`src/rtl/mc_ctrl_pkg.sv`:
```
// Shared encodings for the multicycle MIPS control FSM:
// state numbering, opcode values and datapath mux select codes.
package mc_ctrl_pkg;

    typedef enum logic [3:0] {
        S_FETCH    = 4'd0,
        S_DECODE   = 4'd1,
        S_MEM_ADDR = 4'd2,
        S_MEM_RD   = 4'd3,
        S_MEM_WB   = 4'd4,
        S_MEM_WR   = 4'd5,
        S_EXEC     = 4'd6,
        S_R_WB     = 4'd7,
        S_BRANCH   = 4'd8,
        S_JUMP     = 4'd9,
        S_ADDI_EX  = 4'd10,
        S_ADDI_WB  = 4'd11,
        S_TRAP     = 4'd12
    } state_t;

    localparam logic [5:0] OP_R    = 6'b000000;
    localparam logic [5:0] OP_LW   = 6'b100011;
    localparam logic [5:0] OP_SW   = 6'b101011;
    localparam logic [5:0] OP_BEQ  = 6'b000100;
    localparam logic [5:0] OP_J    = 6'b000010;
    localparam logic [5:0] OP_ADDI = 6'b001000;

    localparam logic [1:0] ALU_ADD   = 2'd0;
    localparam logic [1:0] ALU_SUB   = 2'd1;
    localparam logic [1:0] ALU_FUNCT = 2'd2;

    localparam logic [1:0] SRCB_B      = 2'd0;
    localparam logic [1:0] SRCB_FOUR   = 2'd1;
    localparam logic [1:0] SRCB_IMM    = 2'd2;
    localparam logic [1:0] SRCB_IMM_SH = 2'd3;

    localparam logic [1:0] PCSRC_ALU    = 2'd0;
    localparam logic [1:0] PCSRC_ALUOUT = 2'd1;
    localparam logic [1:0] PCSRC_JUMP   = 2'd2;

    function automatic logic is_mem_op(input logic [5:0] op);
        return (op == OP_LW) || (op == OP_SW);
    endfunction

endpackage

```
`src/rtl/mc_ctrl_perf.sv`:
```
// Cycle and retired-instruction counters for the control FSM.
// Only instantiated when MC_CTRL_PERF_CNT_EN is defined.
module mc_ctrl_perf
    import mc_ctrl_pkg::*;
(
    input  logic        clk,
    input  logic        rst_n,
    input  logic        cycle_en,
    input  logic        instr_en,
    output logic [31:0] cycle_cnt,
    output logic [31:0] instr_cnt
);

    always_ff @(posedge clk or negedge rst_n) begin
        if (!rst_n) begin
            cycle_cnt <= 32'd0;
            instr_cnt <= 32'd0;
        end else begin
            if (cycle_en) cycle_cnt <= cycle_cnt + 32'd1;
            if (instr_en) instr_cnt <= instr_cnt + 32'd1;
        end
    end

endmodule

```
`src/rtl/mc_ctrl_fsm.sv`:
```
// Main control FSM of the multicycle MIPS datapath.
// Optional perf counters enabled by defining MC_CTRL_PERF_CNT_EN.
module mc_ctrl_fsm
    import mc_ctrl_pkg::*;
#(
    parameter int OP_W = 6,
    parameter int ST_W = 4
) (
    input  logic            clk,
    input  logic            rst_n,
    input  logic [OP_W-1:0] opcode,
    input  logic            mem_ready,
    output logic            pc_write,
    output logic            pc_write_cond,
    output logic            i_or_d,
    output logic            mem_read,
    output logic            mem_write,
    output logic            ir_write,
    output logic            mem_to_reg,
    output logic            reg_dst,
    output logic            reg_write,
    output logic            alu_src_a,
    output logic [1:0]      alu_src_b,
    output logic [1:0]      alu_op,
    output logic [1:0]      pc_source,
    output logic [ST_W-1:0] state_o,
    output logic            trap
`ifdef MC_CTRL_PERF_CNT_EN
    ,
    output logic [31:0]     cycle_cnt,
    output logic [31:0]     instr_cnt
`endif
);

    state_t state;

    always_ff @(posedge clk or negedge rst_n) begin
        if (!rst_n) begin
            state <= S_FETCH;
        end else begin
            unique case (state)
                S_FETCH:    if (mem_ready) state <= S_DECODE;
                S_DECODE: begin
                    unique case (1'b1)
                        is_mem_op(opcode):   state <= S_MEM_ADDR;
                        (opcode == OP_R):    state <= S_EXEC;
                        (opcode == OP_BEQ):  state <= S_BRANCH;
                        (opcode == OP_J):    state <= S_JUMP;
                        (opcode == OP_ADDI): state <= S_ADDI_EX;
                        default:             state <= S_TRAP;
                    endcase
                end
                S_MEM_ADDR: state <= (opcode == OP_LW) ? S_MEM_RD : S_MEM_WR;
                S_MEM_RD:   if (mem_ready) state <= S_MEM_WB;
                S_MEM_WR:   if (mem_ready) state <= S_FETCH;
                S_EXEC:     state <= S_R_WB;
                S_ADDI_EX:  state <= S_ADDI_WB;
                S_TRAP:     state <= S_TRAP;
                default:    state <= S_FETCH;
            endcase
        end
    end

    // Memory requests are held steady across wait states; only
    // FETCH's IR/PC loads are qualified by mem_ready.
    always_comb begin
        pc_write      = 1'b0;
        pc_write_cond = 1'b0;
        i_or_d        = 1'b0;
        mem_read      = 1'b0;
        mem_write     = 1'b0;
        ir_write      = 1'b0;
        mem_to_reg    = 1'b0;
        reg_dst       = 1'b0;
        reg_write     = 1'b0;
        alu_src_a     = 1'b0;
        alu_src_b     = SRCB_B;
        alu_op        = ALU_ADD;
        pc_source     = PCSRC_ALU;
        trap          = 1'b0;
        unique case (state)
            S_FETCH: begin
                mem_read  = 1'b1;
                alu_src_b = SRCB_FOUR;
                ir_write  = mem_ready;
                pc_write  = mem_ready;
            end
            S_DECODE: alu_src_b = SRCB_IMM_SH;
            S_MEM_ADDR, S_ADDI_EX: begin
                alu_src_a = 1'b1;
                alu_src_b = SRCB_IMM;
            end
            S_MEM_RD: begin
                mem_read = 1'b1;
                i_or_d   = 1'b1;
            end
            S_MEM_WB: begin
                reg_write  = 1'b1;
                mem_to_reg = 1'b1;
            end
            S_MEM_WR: begin
                mem_write = 1'b1;
                i_or_d    = 1'b1;
            end
            S_EXEC: begin
                alu_src_a = 1'b1;
                alu_op    = ALU_FUNCT;
            end
            S_R_WB: begin
                reg_write = 1'b1;
                reg_dst   = 1'b1;
            end
            S_BRANCH: begin
                alu_src_a     = 1'b1;
                alu_op        = ALU_SUB;
                pc_write_cond = 1'b1;
                pc_source     = PCSRC_ALUOUT;
            end
            S_JUMP: begin
                pc_write  = 1'b1;
                pc_source = PCSRC_JUMP;
            end
            S_ADDI_WB: reg_write = 1'b1;
            S_TRAP:    trap = 1'b1;
            default: ;
        endcase
    end

    assign state_o = ST_W'(state);

`ifdef MC_CTRL_PERF_CNT_EN
    mc_ctrl_perf u_perf (
        .clk       (clk),
        .rst_n     (rst_n),
        .cycle_en  (state != S_TRAP),
        .instr_en  ((state == S_FETCH) && mem_ready),
        .cycle_cnt (cycle_cnt),
        .instr_cnt (instr_cnt)
    );
`endif

endmodule

```
`config.mk`:
```
export PLATFORM = sky130hd
export DESIGN_NAME = mc_ctrl_fsm
export DESIGN_NICKNAME = d
export VERILOG_FILES = /design/src/rtl/mc_ctrl_pkg.sv /design/src/rtl/mc_ctrl_perf.sv /design/src/rtl/mc_ctrl_fsm.sv
export SDC_FILE = /design/constraint.sdc
export NUM_CORES = 1
export LEC_CHECK = 0
export ABC_AREA = 1
export ABC_CLOCK_PERIOD_IN_PS = 1500
export CAP_MARGIN = 15
export CORE_UTILIZATION = 37
export DETAILED_ROUTE_END_ITERATION = 12
export GPL_ROUTABILITY_DRIVEN = 0
export PLACE_DENSITY = 0.78
export SYNTH_ARGS = -nofsm -noshare
export SYNTH_HDL_FRONTEND = slang
export SYNTH_SLANG_ARGS = --single-unit
```
`constraint.sdc`:
```
create_clock -name clk -period 1.5 [get_ports clk]
set_clock_uncertainty 0.1 [all_clocks]
set_input_delay 0.375 -clock clk [delete_from_list [all_inputs] [get_ports clk]]
set_output_delay 0.375 -clock clk [all_outputs]
set_load 0.03 [all_outputs]
```
-- Word-level counts from Yosys, hierarchy flattened
Index checks and enable logic that the tools add are counted.
W data, S select, Z words.
- flip-flop bits (word level): 4
- bits in latches: 0
- bits in writable memories: 0
- memory bits (read-only): 0
- bits of input ports: 9
- output and inout bits: 21
- logic and storage cells: 50
- memories kept: 0
- add/subtract/negate cells: 0
- $mul: 0
- divide/modulo/power cells: 0
- order comparisons: 0
- eq/ne operators: 20
- shift-type cells: 0
- multiplexer cells: 20
- bitwise logic cells: 0
- reduce and logical (&&, ||, !) cells: 9
- operator list (cell ; number):
    $pmux W4 S8 ; 1
    $eq A4 B4 Y1 const B ; 5
    $pmux W4 S5 ; 1
    $eq A4 B3 Y1 const B ; 4
    $eq A6 B6 Y1 const B ; 2
    $mux W4 ; 3
    $mux W1 ; 10
    $eq A4 B2 Y1 const B ; 2
    $pmux W2 S2 ; 2
    $eq A6 B2 Y1 const B ; 1
    $eq A6 B3 Y1 const B ; 1
    $eq A6 B4 Y1 const B ; 1
    $logic_not A6 Y1 ; 1
    $ne A2 B2 Y1 const B ; 3
    $pmux W2 S3 ; 1
    $reduce_or A2 Y1 ; 3
    $eq A4 B1 Y1 const B ; 1
    $logic_not A4 Y1 ; 1
    $reduce_or A4 Y1 ; 1
    $mux W3 ; 1
    $reduce_and A3 Y1 ; 1
    $reduce_or A3 Y1 ; 1
    $pmux W1 S2 ; 1
    $logic_or A1 B1 Y1 ; 1

-- Depth between registers and ports, before layout
Gate-level depths: netlist (run 1).
- depth after elaboration: 4
- mapped depth: 9

-- Least setup slack after synthesis (run 1)
OpenSTA, ideal clock, no wires.
- kind: reg2out
- start: reg state[0] (netlist: state_o[0])
- end: out reg_write
- arrival: 1.703 ns
- data required time: 1.025 ns
- path slack: -0.678 ns
- stages on the path, launching flop included: 6
- path buffers: 0
- path through: dfrtp_1 > nor2_1 > inv_1 > nor2_1 > nor2_1 > o21ai_0
- longest elaborated chain between the ends: 3
- RTL lines (what ; RTL line ; source):
    start: declaration ; mc_ctrl_fsm.sv:35 ; state_t state;
    start signal: assignment ; mc_ctrl_fsm.sv:53 ; S_MEM_ADDR: state <= (opcode == OP_LW) ? S_MEM_RD : S_MEM_WR;
    $eq A4 B4 Y1 / $eq A4 B3 Y1 (equally long branches) ; mc_ctrl_fsm.sv:81 ; unique case (state)
    $reduce_or A3 Y1 (no source line) * ; - ;
    $mux W1 * ; mc_ctrl_fsm.sv:81 ;
    end: declaration ; mc_ctrl_fsm.sv:21 ; output logic reg_write,
Every way passes the cells marked *; elsewhere a longest branch is shown, timed or not.

-- Worst setup path in the final report (run 1)
- start: reg state[1] (netlist: state_o[1])
- end: out alu_src_b[1]
- longest elaborated chain between the ends: 3
- RTL lines (what ; RTL line ; source):
    $eq A4 B2 Y1 / $eq A4 B4 Y1 (equally long branches) ; mc_ctrl_fsm.sv:81 ;
    $reduce_or A2 Y1 ; - ;
    $pmux W2 S3 * ; mc_ctrl_fsm.sv:81 ;
    end: declaration ; mc_ctrl_fsm.sv:23 ; output logic [1:0] alu_src_b,
Marked as above.

==> metrics.txt, run 1 <==
worst vdd ir 0.00105 V; Synth Cell Area 533 sq um; worst hold slack 0.226 ns; Worst-Skew Late Latency 0.26 ns; global-route wire length before repair 2760 um; core area 1320 sq um; Slew headroom 85.8%; CTS Hold Buffers Added 0; failing checks setup timing; Syn-to-layout area delta 123%; crit-path cells inv_2, nand2_2, nor2_4, inv_1, nand2_4, buf_4; Final HPWL DP 1510 um; sequential share of the synthesized area 18.8%; H-tree Lvls 1; Yosys warnings 0; largest stage delay on the critical path 0.46 ns; syn_area_per_cell 5.49 sq um; final setup vio count 21; die area 1600 sq um; fmax 0.535 GHz; Critical Path Fanout Max 5; port buffer count 29; Total Power 2.25 mW; minimum clock period 1.87 ns; worst hold path type primary input to asynchronous set/reset pin; Starting DRT DRC Count 32; Worst-path clk slew 0.05 ns; Reg-to-Reg Start state_o[0]; design area 1190 sq um; status finished, violations left; worst flop-to-flop path endpoint state_o[0]; syn_nets 106; Worst Path Required 1.02 ns; CTS Sinks 4; total global routing overflow 0; vias per cell 5.40; type of origin of the critical path flop; TritonCTS buffer count 3; area taken by multi-input logic gates 507 sq um; First-pass DRT Iterations 4; total negative slack -4.60 ns; power per cell area 1890 nW/um^2; Root Driver clkbuf_4; Crit. Startpoint state_o[1]; max reg flops 4; io pins 30; Synth Instances 97; RSZ-0062 raised after global routing true; WL final 2430 um; antenna violations before repair 0; Fin. Hold Viols 0; Static Leak 0.636 nW; worst r2r path cells 8; setup slack, reg-to-reg 0.01 ns; fillers 62; ANT nets after route 0; max-slew violation count 0; Cell variety after synth 17; gr usage total 26.4%; final worst slack -0.368 ns; WP buf/inv 3; CP arrival 1.39 ns; post-route DRC violation count 0; Max Root-Sink Buffers 2; Critical Path End Type output port; Crit path max-delay family flip-flops; dpl cell area 992 sq um; vias in the first global route 707; pin count of the biggest net entering global routing 8; CP max stage cell dfrtp_2; Final #Nets 160; share of cells above drive strength 1 65.1%; Avg WL per Cell 14.8 um; Synth Register Bits 4; Tightest Pin Transition 0.213 ns; row count 13; critical path class flop to output port; DIE WIDTH 40.0 um; cells taking the most area after synthesis dfrtp_1, nand2_1, nor2_1; diode count 0; area occupied by registers 105 sq um; post-synth top area cell dfrtp_1; vias 886; die height 40.0 um; period utilisation layout 125%; maxcap violations 0; top cell type's share of synthesized area 18.8%; CTS tree yes; Initial Util 40.5%
## power by group
group,internal (mW),switching (mW)
Combinational,0.778,1.06
Clock,0.0906,0.0608
Sequential,0.152,0.107
## cell usage after synthesis
cell type and n:
nand2_1 25, nor2_1 20, inv_1 14, nand3_1 7, nor2_2 5, dfrtp_1 4
inv_2 4, nand2_2 4, buf_4 2, nand3_2 2, nand4_1 2, o21ai_0 2
o21ai_1 2, nand2_4 1, nor2_4 1, o2111ai_1 1, o22ai_1 1
## what timing repair did
action                                  CTS  global route
buffers inserted                          3             5
endpoints found under the setup margin   20            22
resized for setup                        12            24
pin swaps                                 4             9
## worst register-to-register path, delay by kind of cell, from the launching register on
kind	cells	cell delay, ns
and+or+nand+nor	4	0.37
buffers and inverters	2	0.26
DFF	1	0.47
AOI/OAI and AO/OA	2	0.16
## logic make-up after synthesis
logic type	share of synthesized area, %
buf+inv	15.5
compound gates	6.57
flops	18.8
simple gates	59.2
## cell usage in the layout (no fill, tap or decap)
cell type / Yosys / layout
inv_4: 0 / 2
o22ai_4: 0 / 1
nand2_4: 1 / 4
clkbuf_4: 0 / 3
nand4_1: 2 / 2
inv_1: 14 / 7
buf_4: 2 / 31
nand2_2: 4 / 7
dfrtp_2: 0 / 4
nand2_8: 0 / 1
o21ai_1: 2 / 2
nand3_1: 7 / 6
o2111ai_1: 1 / 1
o21ai_0: 2 / 1
nor2_1: 20 / 7
o21ai_2: 0 / 1
buf_6: 0 / 11
clkdlybuf4s50_1: 0 / 5
dlymetal6s2s_1: 0 / 3
inv_2: 4 / 9
nand2_1: 25 / 18
nor2_4: 1 / 12
buf_12: 0 / 1
nand3_2: 2 / 3
nor2_2: 5 / 7
## layout make-up
class,instances,area share (%)
flip-flops and latches,4,8.83
repair buffers,51,39.0
multi-input cells,73,42.6
well taps,15,1.58
inverters,18,6.10
clock buffers,3,1.89
## stage by stage
stage | setup slack, ns | util, % | std cells
after global routing | -0.399 | 90.3 | 164
after detailed placement | -0.267 | 75.3 | 155
after floorplan | -0.178 | - | 97
final | -0.368 | 90.3 | 164
after global placement | -0.244 | 75.3 | 155
after CTS | -0.305 | 81.8 | 161
## worst max-delay path by stage
stage                         endpoint  slack, ns  depth (start not counted)
final                     alu_src_b[1]      -0.37                          6
after global routing      alu_src_b[1]      -0.40                          6
after floorplan              alu_src_a      -0.18                          5
after CTS                       i_or_d      -0.30                          5
after global placement        pc_write      -0.24                          4
after detailed placement    state_o[2]      -0.27                         10
## layer usage
metal / vias to the layer above / wire length [um] / track usage, %
li1: 405 / - / -
met1: 406 / 906 / 27.9
met2: 61 / 1240 / 49.6
met3: 14 / 193 / 2.22
met4: 0 / 89 / 15.5
met5: - / 0 / 0
Note: power is estimated with default switching activity, not from simulation.
==> inputs of run 2 (changes only) <==
--- a/config.mk
+++ b/config.mk
@@ -12,6 +12,8 @@
 export DETAILED_ROUTE_END_ITERATION = 12
 export GPL_ROUTABILITY_DRIVEN = 0
 export PLACE_DENSITY = 0.78
+export SLEW_MARGIN = 20
 export SYNTH_ARGS = -nofsm -noshare
 export SYNTH_HDL_FRONTEND = slang
+export SYNTH_HIERARCHICAL = 1
 export SYNTH_SLANG_ARGS = --single-unit
==> results of run 2 <==
Final layout, timing and power as in run 1 (identical DEF).
Among the figures that moved: Yosys warning count 0 -> 6
==> inputs of run 3 (changes only) <==
--- a/config.mk
+++ b/config.mk
@@ -5,14 +5,13 @@
 export SDC_FILE = /design/constraint.sdc
 export NUM_CORES = 1
 export LEC_CHECK = 0
-export ABC_AREA = 1
 export ABC_CLOCK_PERIOD_IN_PS = 1500
 export CAP_MARGIN = 15
-export CORE_UTILIZATION = 37
+export CORE_UTILIZATION = 39
 export DETAILED_ROUTE_END_ITERATION = 12
 export GPL_ROUTABILITY_DRIVEN = 0
-export PLACE_DENSITY = 0.78
-export SLEW_MARGIN = 20
+export PLACE_DENSITY = 0.79
+export SLEW_MARGIN = 15
 export SYNTH_ARGS = -nofsm -noshare
 export SYNTH_HDL_FRONTEND = slang
 export SYNTH_HIERARCHICAL = 1
==> constraint.sdc (replaced) <==
create_clock -name clk -period 1.5 [get_ports clk]
set_clock_uncertainty 0.1 [all_clocks]
set_input_delay 0.3 -clock clk [delete_from_list [all_inputs] [get_ports clk]]
set_output_delay 0.3 -clock clk [all_outputs]
set_load 0.03 [all_outputs]
==> run 3 against run 2 <==
  * The run now fails in 4_1_cts
  * Synthesized area rose by 11%
  * Synthesized cell count fell by 14%
==> metrics.txt, run 3 <==
status aborted with a tool error (was finished, violations left); failing step 4_1_cts; First Error [ERROR DPL-0038] Utilization greater than 100%, impossible to legalize; row count 13 (unchanged); Placed Cells 149 (was 155); post-synth top area cell dfrtp_1 (unchanged); Yosys warnings 6 (unchanged); Post-CTS Setup Inserts 13 (was 3); Post-synth top cells nor2_1, a21oi_1, nand2_1 (was nand2_1, nor2_1, inv_1); cell with the most instances after synthesis nor2_1 (was nand2_1); post_cts resized 56 (was 12); TritonCTS buffer count 3 (unchanged); Root Driver clkbuf_4 (unchanged); Max Root-Sink Buffers 2 (unchanged); syn_nets 92 (was 106); die height 41.0 um (was 40.0 um); port buffer count 29 (unchanged); H-tree Lvls 1 (unchanged); CTS Sinks 4 (unchanged); Synth Cell Area 592 sq um (was 533 sq um); DIE WIDTH 41.0 um (was 40.0 um); CTS Hold Buffers Added 0 (unchanged); io pins 30 (unchanged); cells taking the most area after synthesis dfrtp_1, nor2_1, a21oi_1 (was dfrtp_1, nand2_1, nor2_1); sequential share of the synthesized area 16.9% (was 18.8%); worst slack at placement -0.446 ns (was -0.267 ns); Post-synth EDFFs 0 (unchanged); syn_area_per_cell 7.13 sq um (was 5.49 sq um); top cell type's share of synthesized area 16.9% (was 18.8%); Initial Util 43.8% (was 40.5%); Cell variety after synth 41 (was 17); Final HPWL DP 1790 um (was 1510 um); Post-synth ARST share 100% (unchanged); Synth Register Bits 4 (unchanged); Synth Instances 83 (was 97); Top FF cell, synth dfrtp_1 (unchanged)
-- run 3: changes by cell type after synthesis, sizes merged, moves of 4 or more --
cell / before / now
a21oi: 0 / 7
buf: 2 / 6
inv: 18 / 2
nand2: 30 / 6
nand2b: 0 / 5
nand3: 9 / 1
nor2: 26 / 11
-- run 3: per-stage QoR --
step | util, % | instance area [sq um]
floorplan | - | 753
global placement | 85.4 | 1150
detailed placement | 85.4 | 1150
-- run 3: cell families after synthesis --
kind of cell              after synthesis  synth area share [%]
AOI/OAI and AO/OA                      25                  30.2
DFF                                     4                  16.9
buffers and inverters                  11                  10.6
xor gates and xnor gates                2                  2.96
and+or+nand+nor                        40                  37.4
muxes                                   1                  1.90
==> inputs of run 4 (changes only) <==
--- a/config.mk
+++ b/config.mk
@@ -7,10 +7,11 @@
 export LEC_CHECK = 0
 export ABC_CLOCK_PERIOD_IN_PS = 1500
 export CAP_MARGIN = 15
-export CORE_UTILIZATION = 39
+export CORE_AREA = 2 2 63 65
 export DETAILED_ROUTE_END_ITERATION = 12
+export DIE_AREA = 0 0 65 67
 export GPL_ROUTABILITY_DRIVEN = 0
-export PLACE_DENSITY = 0.79
+export PLACE_DENSITY_LB_ADDON = 0.15
 export SLEW_MARGIN = 15
 export SYNTH_ARGS = -nofsm -noshare
 export SYNTH_HDL_FRONTEND = slang
==> run 4 against run 3 <==
  * The flow now finishes, with violations (setup timing)
  * Synthesized area is the same
  * Synthesized cell count is the same
==> metrics.txt, run 4 <==
CTS tree yes; Critical Path Fanout Max 3; Initial Util 16.4% (was 43.8%); io pins 30 (unchanged); Tightest Pin Transition 0.355 ns; port buffer count 29 (unchanged); design area 1540 sq um; syn_area_per_cell 7.13 sq um (unchanged); largest stage delay on the critical path 0.41 ns; CTS Sinks 4 (unchanged); First-pass DRT Iterations 4; Synth Cell Area 592 sq um (unchanged); post-route DRC violation count 0; Starting DRT DRC Count 14; crit-path cells or2_4, buf_12, o22ai_4, buf_6; dpl cell area 1210 sq um (was 1150 sq um); power per cell area 277 nW/um^2; Root Driver clkbuf_8 (was clkbuf_4); minimum clock period 1.73 ns; Placed Cells 182 (was 149); syn_nets 92 (unchanged); vias per cell 4.44; Fin. Hold Viols 0; vias in the first global route 872; Static Leak 0.670 nW; worst hold slack 0.190 ns; Worst-path clk slew 0.03 ns; Final HPWL DP 1870 um (was 1790 um); Worst-Skew Late Latency 0.23 ns; gr usage total 12.2%; worst r2r path cells 5; final worst slack -0.234 ns; Final #Nets 159; Combinational Power Share 17.9%; internal power 0.320 mW; die height 67 um (was 41.0 um); die area 4360 sq um; worst flop-to-flop path endpoint state_o[2]; max reg flops 4; DIE WIDTH 65 um (was 41.0 um); share of cells above drive strength 1 73.0%; Synth Instances 83 (unchanged); worst hold path type primary input to asynchronous set/reset pin; Syn-to-layout area delta 160%; post-synth top area cell dfrtp_1 (unchanged); Clock Power Share 56.6%; row count 22 (was 13); Cell variety after synth 41 (unchanged); sequential power share 25.5%; WP buf/inv 2; Sw Ratio 24.8%; Sw Pwr 0.105 mW; vias 871; RSZ-0062 raised after global routing true; Critical Path End Type output port; Crit path max-delay family flip-flops; global-route wire length before repair 4060 um; total global routing overflow 0; status finished, violations left (was aborted with a tool error); commonest cells after routing, fill and taps aside buf_4, buf_6, nor2_4; Synth Register Bits 4 (unchanged); worst slack at placement -0.428 ns (was -0.446 ns); commonest non-fill, non-tap cell in the layout buf_4; Post-synth top cells nor2_1, a21oi_1, nand2_1 (unchanged); type of origin of the critical path flop; Total Power 0.425 mW; H-tree Lvls 1 (unchanged); Worst Path Required 1.10 ns; maxcap violations 0; period utilisation layout 116%; failing checks setup timing; Yosys warnings 6 (unchanged); sequential share of the synthesized area 16.9% (unchanged); Post-synth ARST share 100% (unchanged); WL final 2500 um; top cell type's share of synthesized area 16.9% (unchanged); critical path class flop to output port; cell with the most instances after synthesis nor2_1 (unchanged); fmax 0.577 GHz; Post-synth EDFFs 0 (unchanged); antenna violations before repair 0; Top FF cell, synth dfrtp_1 (unchanged); CP max stage cell dfrtp_2; final setup vio count 21; pin count of the biggest net entering global routing 12; max-slew violation count 0; Slew headroom 76.3%; worst vdd ir 0.000321 V; setup slack, reg-to-reg -0.07 ns; Max Root-Sink Buffers 2 (unchanged); Reg-to-Reg Start state_o[2]; ANT nets after route 0; Layout Cells excl Fill 196; TritonCTS buffer count 3 (unchanged); diode count 0; Avg WL per Cell 12.7 um; cells taking the most area after synthesis dfrtp_1, nor2_1, a21oi_1 (unchanged); core area 3610 sq um; CP arrival 1.33 ns
## run 4: worst reg2reg max path, stage by stage, from the launching register on
cell and delay, ns:
dfrtp_2 0.43, buf_4 0.14, or3_1 0.37, o221ai_1 0.17, a21oi_1 0.10, a2bb2oi_1 0.13
## run 4: area by class of cell
| type | count | area [sq um] |
|---|---|---|
| sequential | 4 | 105 |
| tap | 48 | 60.1 |
| multi-input combinational | 68 | 667 |
| fill | 356 | 2070 |
| clock buffer | 3 | 41.3 |
| timing repair buffer | 71 | 656 |
| inverter | 2 | 7.51 |
## run 4: worst max path at each step
stage | start | end | slack [ns] | cells past startpoint
after CTS | state_o[1] | pc_write | -0.23 | 4
after floorplan | state_o[0] | reg_write | -0.22 | 4
after global routing | state_o[0] | alu_op[0] | -0.28 | 4
final | state_o[0] | pc_write | -0.23 | 4
after detailed placement | opcode[0] | state_o[3] | -0.43 | 4
after global placement | opcode[0] | state_o[3] | -0.41 | 4
## run 4: repair_timing
action,CTS,global route
gates resized for setup,34,15
pin swaps,8,8
setup endpoints to repair,23,25
hold buffers,0,0
buffers inserted,8,3
## run 4: routing by layer
layer | part of all wire (%) | GRT usage (%) | wire length [um]
met3 | 4.5 | 3.55 | 112
met2 | 49 | 20.9 | 1220
met1 | 46 | 15.1 | 1160
met5 | 0 | 0 | 0
met4 | 0.48 | 2.39 | 12
## run 4: kinds of logic (layout without fill, tap and decap cells)
group / Yosys count / after routing / share of synthesized area [%]
compound gates: 25 / 25 / 30.2
xor+xnor: 2 / 2 / 2.96
buf+inv: 11 / 76 / 10.6
flops: 4 / 4 / 16.9
mux: 1 / 1 / 1.90
simple gates: 40 / 40 / 37.4
## run 4: power groups by stage
| stage | combinational (mW) | clock (mW) | sequential, mW |
|---|---|---|---|
| floorplan | 0.0196 | 0 | 0.110 |
| CTS | 0.0718 | 0.247 | 0.109 |
| detailed placement | 0.0693 | 0 | 0.110 |
| global placement | 0.0687 | 0 | 0.110 |
| finish | 0.0759 | 0.240 | 0.109 |
| global route | 0.0816 | 0.260 | 0.108 |
## run 4: stage by stage
stage | setup TNS (ns) | utilization, %
3_5_place_dp | -2.20 | 33.5
4_1_cts | -3.17 | 40.0
6_report | -3.07 | 42.6
3_3_place_gp | -2.16 | 33.5
5_1_grt | -4.11 | 42.6
2_1_floorplan | -1.09 | -
